**src/rtl/regfile_snapshot_streamer.sv**
```systemverilog
// Freezes the core on a snapshot request and streams header, PC and a register
// window out of a valid/ready port, reading registers via a debug read port.
// Ports:
//   clock, ctrl_reset        : clock, async active-high reset
//   snap_req, pc_in          : snapshot pulse, current fetch address
//   rd_addr, rd_data         : regfile debug read port (data is combinational)
//   stall_req, busy          : processor freeze / frame in progress
//   out_valid, out_ready,
//   out_data, out_last       : frame stream
//   snap_overflow            : sticky, a request was dropped
module regfile_snapshot_streamer #(
  parameter int          NUM_REGS  = 29,
  parameter int          FIRST_REG = 1,
  parameter logic [15:0] HDR_TAG   = 16'hE260
) (
  input  logic        clock,
  input  logic        ctrl_reset,
  input  logic        snap_req,
  input  logic [31:0] pc_in,
  output logic [4:0]  rd_addr,
  input  logic [31:0] rd_data,
  output logic        stall_req,
  output logic        out_valid,
  input  logic        out_ready,
  output logic [31:0] out_data,
  output logic        out_last,
  output logic        busy,
  output logic        snap_overflow
);

  localparam logic [4:0] FIRST5 = 5'(FIRST_REG);
  localparam logic [4:0] LAST5  = 5'(FIRST_REG + NUM_REGS - 1);
  localparam logic [7:0] NR8    = 8'(NUM_REGS);

  typedef enum logic [1:0] {
    IDLE,
    HDR,
    PCW,
    REG
  } state_t;

  state_t      state_q, state_d;
  logic [31:0] data_q, data_d;
  logic        valid_q, valid_d;
  logic        last_q, last_d;
  logic [4:0]  addr_q, addr_d;
  logic [31:0] pc_q, pc_d;
  logic [7:0]  cnt_q, cnt_d;
  logic        pend_q, pend_d;
  logic        ovf_q, ovf_d;
  logic        xfer;
  logic        active;

  assign xfer   = valid_q & out_ready;
  assign active = (state_q != IDLE);

  always_comb begin
    state_d = state_q;
    data_d  = data_q;
    valid_d = valid_q;
    last_d  = last_q;
    addr_d  = addr_q;
    pc_d    = pc_q;
    cnt_d   = cnt_q;
    pend_d  = pend_q;
    ovf_d   = ovf_q;

    // One request can wait behind the running frame; a second is lost.
    if (active && snap_req) begin
      if (!pend_q) pend_d = 1'b1;
      else         ovf_d  = 1'b1;
    end

    unique case (state_q)
      IDLE: begin
        if (snap_req || pend_q) begin
          pc_d    = pc_in;
          data_d  = {HDR_TAG, cnt_q, NR8};
          valid_d = 1'b1;
          last_d  = 1'b0;
          addr_d  = FIRST5;
          state_d = HDR;
          // a fresh pulse coinciding with a pending start stays queued
          pend_d  = pend_q & snap_req;
        end
      end
      HDR: begin
        if (xfer) begin
          data_d  = pc_q;
          state_d = PCW;
        end
      end
      PCW: begin
        if (xfer) begin
          data_d  = rd_data;
          addr_d  = addr_q + 5'd1;
          last_d  = (NUM_REGS == 1);
          state_d = REG;
        end
      end
      REG: begin
        if (xfer) begin
          if (!last_q) begin
            data_d = rd_data;
            addr_d = addr_q + 5'd1;
            last_d = (addr_q == LAST5);
          end else begin
            valid_d = 1'b0;
            last_d  = 1'b0;
            cnt_d   = cnt_q + 8'd1;
            addr_d  = FIRST5;
            state_d = IDLE;
          end
        end
      end
      default: state_d = IDLE;
    endcase
  end

  always_ff @(posedge clock or posedge ctrl_reset) begin
    if (ctrl_reset) begin
      state_q <= IDLE;
      data_q  <= '0;
      valid_q <= 1'b0;
      last_q  <= 1'b0;
      addr_q  <= FIRST5;
      pc_q    <= '0;
      cnt_q   <= '0;
      pend_q  <= 1'b0;
      ovf_q   <= 1'b0;
    end else begin
      state_q <= state_d;
      data_q  <= data_d;
      valid_q <= valid_d;
      last_q  <= last_d;
      addr_q  <= addr_d;
      pc_q    <= pc_d;
      cnt_q   <= cnt_d;
      pend_q  <= pend_d;
      ovf_q   <= ovf_d;
    end
  end

  assign rd_addr       = addr_q;
  assign out_valid     = valid_q;
  assign out_data      = data_q;
  assign out_last      = last_q;
  assign stall_req     = active;
  assign busy          = active;
  assign snap_overflow = ovf_q;

endmodule

```
**config.mk**
```make
export PLATFORM = sky130hd
export DESIGN_NAME = regfile_snapshot_streamer
export DESIGN_NICKNAME = d
export VERILOG_FILES = /design/src/rtl/regfile_snapshot_streamer.sv
export SDC_FILE = /design/constraint.sdc
export NUM_CORES = 1
export LEC_CHECK = 0
export CAP_MARGIN = 20
export CORE_ASPECT_RATIO = 1.1
export CORE_MARGIN = 1
export CORE_UTILIZATION = 53
export CTS_BUF_LIST = sky130_fd_sc_hd__clkbuf_8
export CTS_CLUSTER_SIZE = 40
export DETAILED_ROUTE_END_ITERATION = 10
export GPL_ROUTABILITY_DRIVEN = 0
export PLACE_DENSITY = 0.94
export SETUP_SLACK_MARGIN = 0.5
export SLEW_MARGIN = 5
export SYNTH_ARGS = -nofsm -noshare
export SYNTH_HDL_FRONTEND = slang
export SYNTH_SLANG_ARGS = --single-unit
```
**constraint.sdc**
```tcl
create_clock -name clock -period 8.3 [get_ports clock]
set_clock_uncertainty 0.1 [all_clocks]
set_input_delay 1.245 -clock clock [delete_from_list [all_inputs] [get_ports clock]]
set_output_delay 1.245 -clock clock [all_outputs]
set_load 0.005 [all_outputs]
```
**After elaboration in Yosys (flattened, before gate mapping)**

Index checks and enable logic that the tools add are counted.

- Muxes and demuxes: 29
- Divide/modulo/power cells: 0
- Shift operators: 0
- Eq/ne operators: 10
- Bitwise operators: 2
- $mul: 0
- Add/subtract/negate cells: 2
- Order comparisons: 0
- Reductions and logical operators: 13

Operators by type and width:

| cell | count |
|---|---|
| two-way mux 32 bit | 5 |
| one-hot mux 32 bit (4 select lines) | 1 |
| two-way mux 5 bit | 4 |
| one-hot mux 5 bit (3 select lines) | 1 |
| inequality test 2 bit (second input constant) | 6 |
| two-way mux 1 bit | 10 |
| two-way mux 2 bit | 5 |
| AND reduction 5 bit | 2 |
| adder 8 x 1 -> 8 bit (second input constant) | 1 |
| one-hot mux 2 bit (4 select lines) | 1 |
| AND reduction 4 bit | 2 |
| adder 5 x 1 -> 5 bit (second input constant) | 1 |
| equality test 5 bit (second input constant) | 1 |
| equality test 2 bit (second input constant) | 2 |
| AND reduction 2 bit | 2 |
| nonzero test 2 bit | 2 |
| one-hot mux 1 bit (3 select lines) | 1 |
| AND reduction 3 bit | 1 |
| nonzero test 3 bit | 1 |
| AND 1 bit | 2 |
| equality test 2 x 1 -> 1 bit (second input constant) | 1 |
| zero test 2 bit | 1 |
| one-hot mux 1 bit (2 select lines) | 1 |
| logical AND 1 bit | 1 |
| logical OR 1 bit | 1 |

- RAM bits: 0
- Bits in registers: 83
- Memories: 0
- Logic and storage cells: 65
- Latch bits: 0
- Bits in read-only memories: 0

**Logic depth before layout (Yosys ltp)**

- Depth after elaboration: 5
- Depth in mapped cells: 9
- Mapped depth without buffers: 6

**Worst setup path before layout**

Ideal clock, no wire load.

- Kind: in2reg
- Start: in snap_req
- End: reg data_q[0] (netlist: out_data[0])
- Slack: 5.937 ns
- Library setup time: 0.129 ns
- Arrival: 2.134 ns
- Stages on the path: 4
- Path buffers: 1
- Data required time: 8.071 ns
- Cells stage by stage: or3b_1 -> o221ai_2 -> buf_2 -> o21ai_0

- Cells in the longest elaborated chain, start to end: 3

Ends and longest elaborated chain:

| what | line | RTL |
|---|---|---|
| start, declared | 18 | `input logic snap_req,` |
| logical OR 1 bit | 76 | `if (snap_req \|\| pend_q) begin` |
| inequality test 2 bit (no source line) | -- |  |
| AND reduction 5 bit (no source line) | -- |  |
| end signal, assigned | 133 | `data_q <= data_d;` |
| end, declared | 43 | `logic [31:0] data_q, data_d;` |

Every way passes these cells.
A chain may end at the register's enable or synchronous reset.

**Final worst setup path**

- Start: reg state_q[0]
- End: out busy

- Cells in the longest elaborated chain, start to end: 1

Ends and longest elaborated chain:

| what | line | RTL |
|---|---|---|
| start, declared | 42 | `state_t state_q, state_d;` |
| start signal, assigned | 132 | `state_q <= state_d;` |
| nonzero test 2 bit | 55 | `assign active = (state_q != IDLE);` |
| end, declared | 27 | `output logic busy,` |

Every way passes these cells.

==> metrics.cfg <==
[route]
wl_per_cell_um = 18.3
route.detailed.drc = 0
drt_pre_antenna_iters = 4
num_vias = 3101
drt_iter0_drc = 171
routed_via_density = 5.91
drt_wl_total_mm = 9.58
ant_nets = 0

[clocking]
clk_path_buf_depth = 2
cts-root-buf = clkbuf_8
postCtsSetupBuffers = 0
ctsHoldBuffers = 0
post_cts_resized = 0
clk_latency_ns = 0.34
clock-sinks = 83
cts_tree = done
clk_transition_reported_paths_ns = 0.08
ctsHtreeMaxLevel = 3
cts-buffers-inserted = 9

[synth]
synth_ff_type = dfrtp_1
ys_seq_area_frac = 0.544
synth-simple-area-share = 0.0885
synth_edf_count = 0
ys_types = 48
synth_compound_area_frac = 0.188
ys_seq_elements = 83
async_flop_share = 1.00
synth_xor_area_frac = 0.0161
synthCells = 333
syn-cell-area_um2 = 3820
synth_fa_ha_area_frac = 0.0229
synth_top_family_by_area = compound AO/OA/AOI/OAI gates
muxShareOfSynthArea = 0.0973
synth_warnings = 0
syn_avg_cell_area_um2 = 11.5
syn-num-nets = 408

[global_routing]
grt_pass1_wl_mm = 15.5
grt-ovfl-total = 0
gr-usage-met3 = 0.0473
grt_pass1_vias = 3209
use_met1 = 0.338
grt_most_used_layer = met2
met2_usage = 0.430
grt.total_usage = 0.261
grt_max_degree = 84
antenna_found_initial = 0

[floorplan]
fp.dieH_um = 91.0
num_io_pins = 110
rows = 32
die-area_um2 = 7550
core_um2 = 7010
start_util = 0.545
fp.dieW_um = 82.9

[critical_path]
cp_num_buf_inv = 3
crit_type = flip-flop to output port
crit_start = state_q[0]$_DFFE_PP0P_
critical-path-top-delay-family = buffers and inverters
cp-start-kind = flip-flop
cp_max_fo = 14
slowest_delay_ns = 0.53
crit_top_cell = inv_1
slowest_stage = clkdlybuf4s50_1
cp_num_cells = 4
crit_required_ns = 6.95
path_cells = inv_1 > ha_1 > inv_1 > clkdlybuf4s50_1
reg2reg_from = state_q[0]$_DFFE_PP0P_
r2r_cells = 7
cp_data_arrival_time_ns = 2.09
end_kind = output port

[sta]
max_freq_mhz = 291
relSlewSlack = 0.437
period_share = 0.414
setup_viol = 0
rsz0062_at_grt = no
finalSetupTns_ns = 0
min_period_ns = 3.44
whs_ns = 0.377
finalHoldViolCount = 0
worst_slew_pin_slew_ns = 0.842
final_max_slew_viol_count = 0

[layout]
drive_above_1_share = 0.148
final_cells = 525
finalNetCount = 510
finalInstanceArea_um2 = 5230
antenna_cells = 0
area_growth_pct = 36.9

[placement]
dpl-instance-area_um2 = 4910
dp_cells = 505
numPortBuffers = 109
dp_hpwl_mm = 6.51

[status]
status = completed

[flow_run]
drv_cap = 0

[pwr]
power_density_nw_per_um2 = 372
peakVddDrop_mv = 0.267
p_leak_nw = 2.21
power_mw = 1.94

[min_path]
whs_path_depth = 1
hp-class = flip-flop to flip-flop
hold_start = cnt_q[7]$_DFFE_PP0P_

[path summary, 6_finish.rpt]
check                                           endpoint  slack (ns)
worst max-delay path                                busy        4.86
worst min-delay path                cnt_q[7]$_DFFE_PP0P_        0.38
worst max register to register    rd_addr[1]$_DFFE_PP0P_        5.80
worst min register to register      cnt_q[7]$_DFFE_PP0P_        0.38
max in group asynchronous       out_data[14]$_DFFE_PP0P_        6.39
min in group asynchronous           pc_q[29]$_DFFE_PP0P_        1.13
[cell families (layout without fill, tap and decap cells)]
family,after synthesis,count (layout)
AND/OR/NAND/NOR,71,71
multiplexers,33,33
adder cells (fa/ha/maj),7,7
XOR/XNOR,7,7
buffers and inverters,34,141
flip-flops,83,83
AO/OA/AOI/OAI,98,98
[worst register-to-register path, delay by kind of cell (launching register included)]
kind | cells | cell delay [ns]
DFF | 1 | 0.42
AOI/OAI and AO/OA | 2 | 0.29
buffers and inverters | 2 | 0.33
adders and majority gates | 1 | 0.51
and+or+nand+nor | 2 | 0.78
[cell usage after synthesis (3+ instances only)]
| cell | number | area share |
|---|---|---|
| inv_1 | 10 | 0.0098 |
| nand2_1 | 31 | 0.030 |
| clkbuf_1 | 10 | 0.0098 |
| a22oi_1 | 25 | 0.049 |
| and3_1 | 3 | 0.0049 |
| ha_1 | 7 | 0.023 |
| o31ai_1 | 7 | 0.014 |
| nor2b_1 | 3 | 0.0049 |
| nor2_1 | 16 | 0.016 |
| a221o_1 | 4 | 0.010 |
| buf_2 | 9 | 0.012 |
| o221ai_1 | 5 | 0.011 |
| mux2_2 | 33 | 0.097 |
| o2111ai_1 | 4 | 0.0092 |
| dfrtp_1 | 82 | 0.54 |
| o21ai_2 | 3 | 0.0069 |
| a21oi_1 | 12 | 0.016 |
| xnor2_1 | 5 | 0.011 |
| nand3_1 | 5 | 0.0066 |
| a22o_1 | 5 | 0.011 |
| nand4_1 | 3 | 0.0049 |
| o21ai_0 | 19 | 0.025 |
| a221oi_1 | 3 | 0.0069 |
[power by group]
part           internal (mW)  switching (mW)  total [mW]
clock                  0.184           0.139       0.324
sequential             0.579           0.103       0.682
combinational          0.479           0.459       0.938
total                   1.24           0.702        1.94
[area by class of cell]
cell class | count | area [um^2]
timing repair buffer | 115 | 1190
fill | 438 | 1780
tap | 85 | 106
inverter | 10 | 38.8
clock buffer | 11 | 151
clock inverter | 5 | 76.3
sequential | 83 | 2080
multi-input combinational | 216 | 1580
[stage by stage]
step,utilization,setup WS [ns]
after global routing,0.746,4.77
after floorplan,-,4.82
final,0.746,4.86
after global placement,0.701,4.93
after CTS,0.734,4.39
after detailed placement,0.701,4.78
[cells in the final DEF, fill, tap and decap left out, types with 2 or more instances in the layout]
cell type,netlist,layout
a21oi_1,12,12
a221o_1,4,4
a221oi_1,3,3
a22o_1,5,5
a22oi_1,25,25
a2bb2oi_1,2,2
and3_1,3,3
buf_16,0,2
buf_4,2,2
buf_8,0,2
bufinv_16,0,2
clkbuf_8,0,11
clkdlybuf4s50_1,0,109
clkinv_2,0,2
dfrtp_1,82,82
ha_1,7,7
inv_1,10,10
mux2_2,33,33
nand2_1,31,31
nand3_1,5,5
nand4_1,3,3
nor2_1,16,16
nor2b_1,3,3
o2111ai_1,4,4
o21ai_0,19,19
o21ai_2,3,2
o221ai_1,5,5
o31ai_1,7,7
xnor2_1,5,5
xor2_1,2,2
[registers in the layout, summed over array words and instances (netlist names)]
| register | flops |
|---|---|
| out_data | 32 |
| pc_q | 32 |
| cnt_q | 8 |
| rd_addr | 5 |
| state_q | 2 |
| out_last | 1 |
| out_valid | 1 |
| pend_q | 1 |
| snap_overflow | 1 |
[metal layers]
layer	vias up	wire (um)
met5	-	0
met2	108	4890
met3	15	450
met1	1553	4060
met4	0	187
li1	1425	-
(Power assumes the default switching activity.)
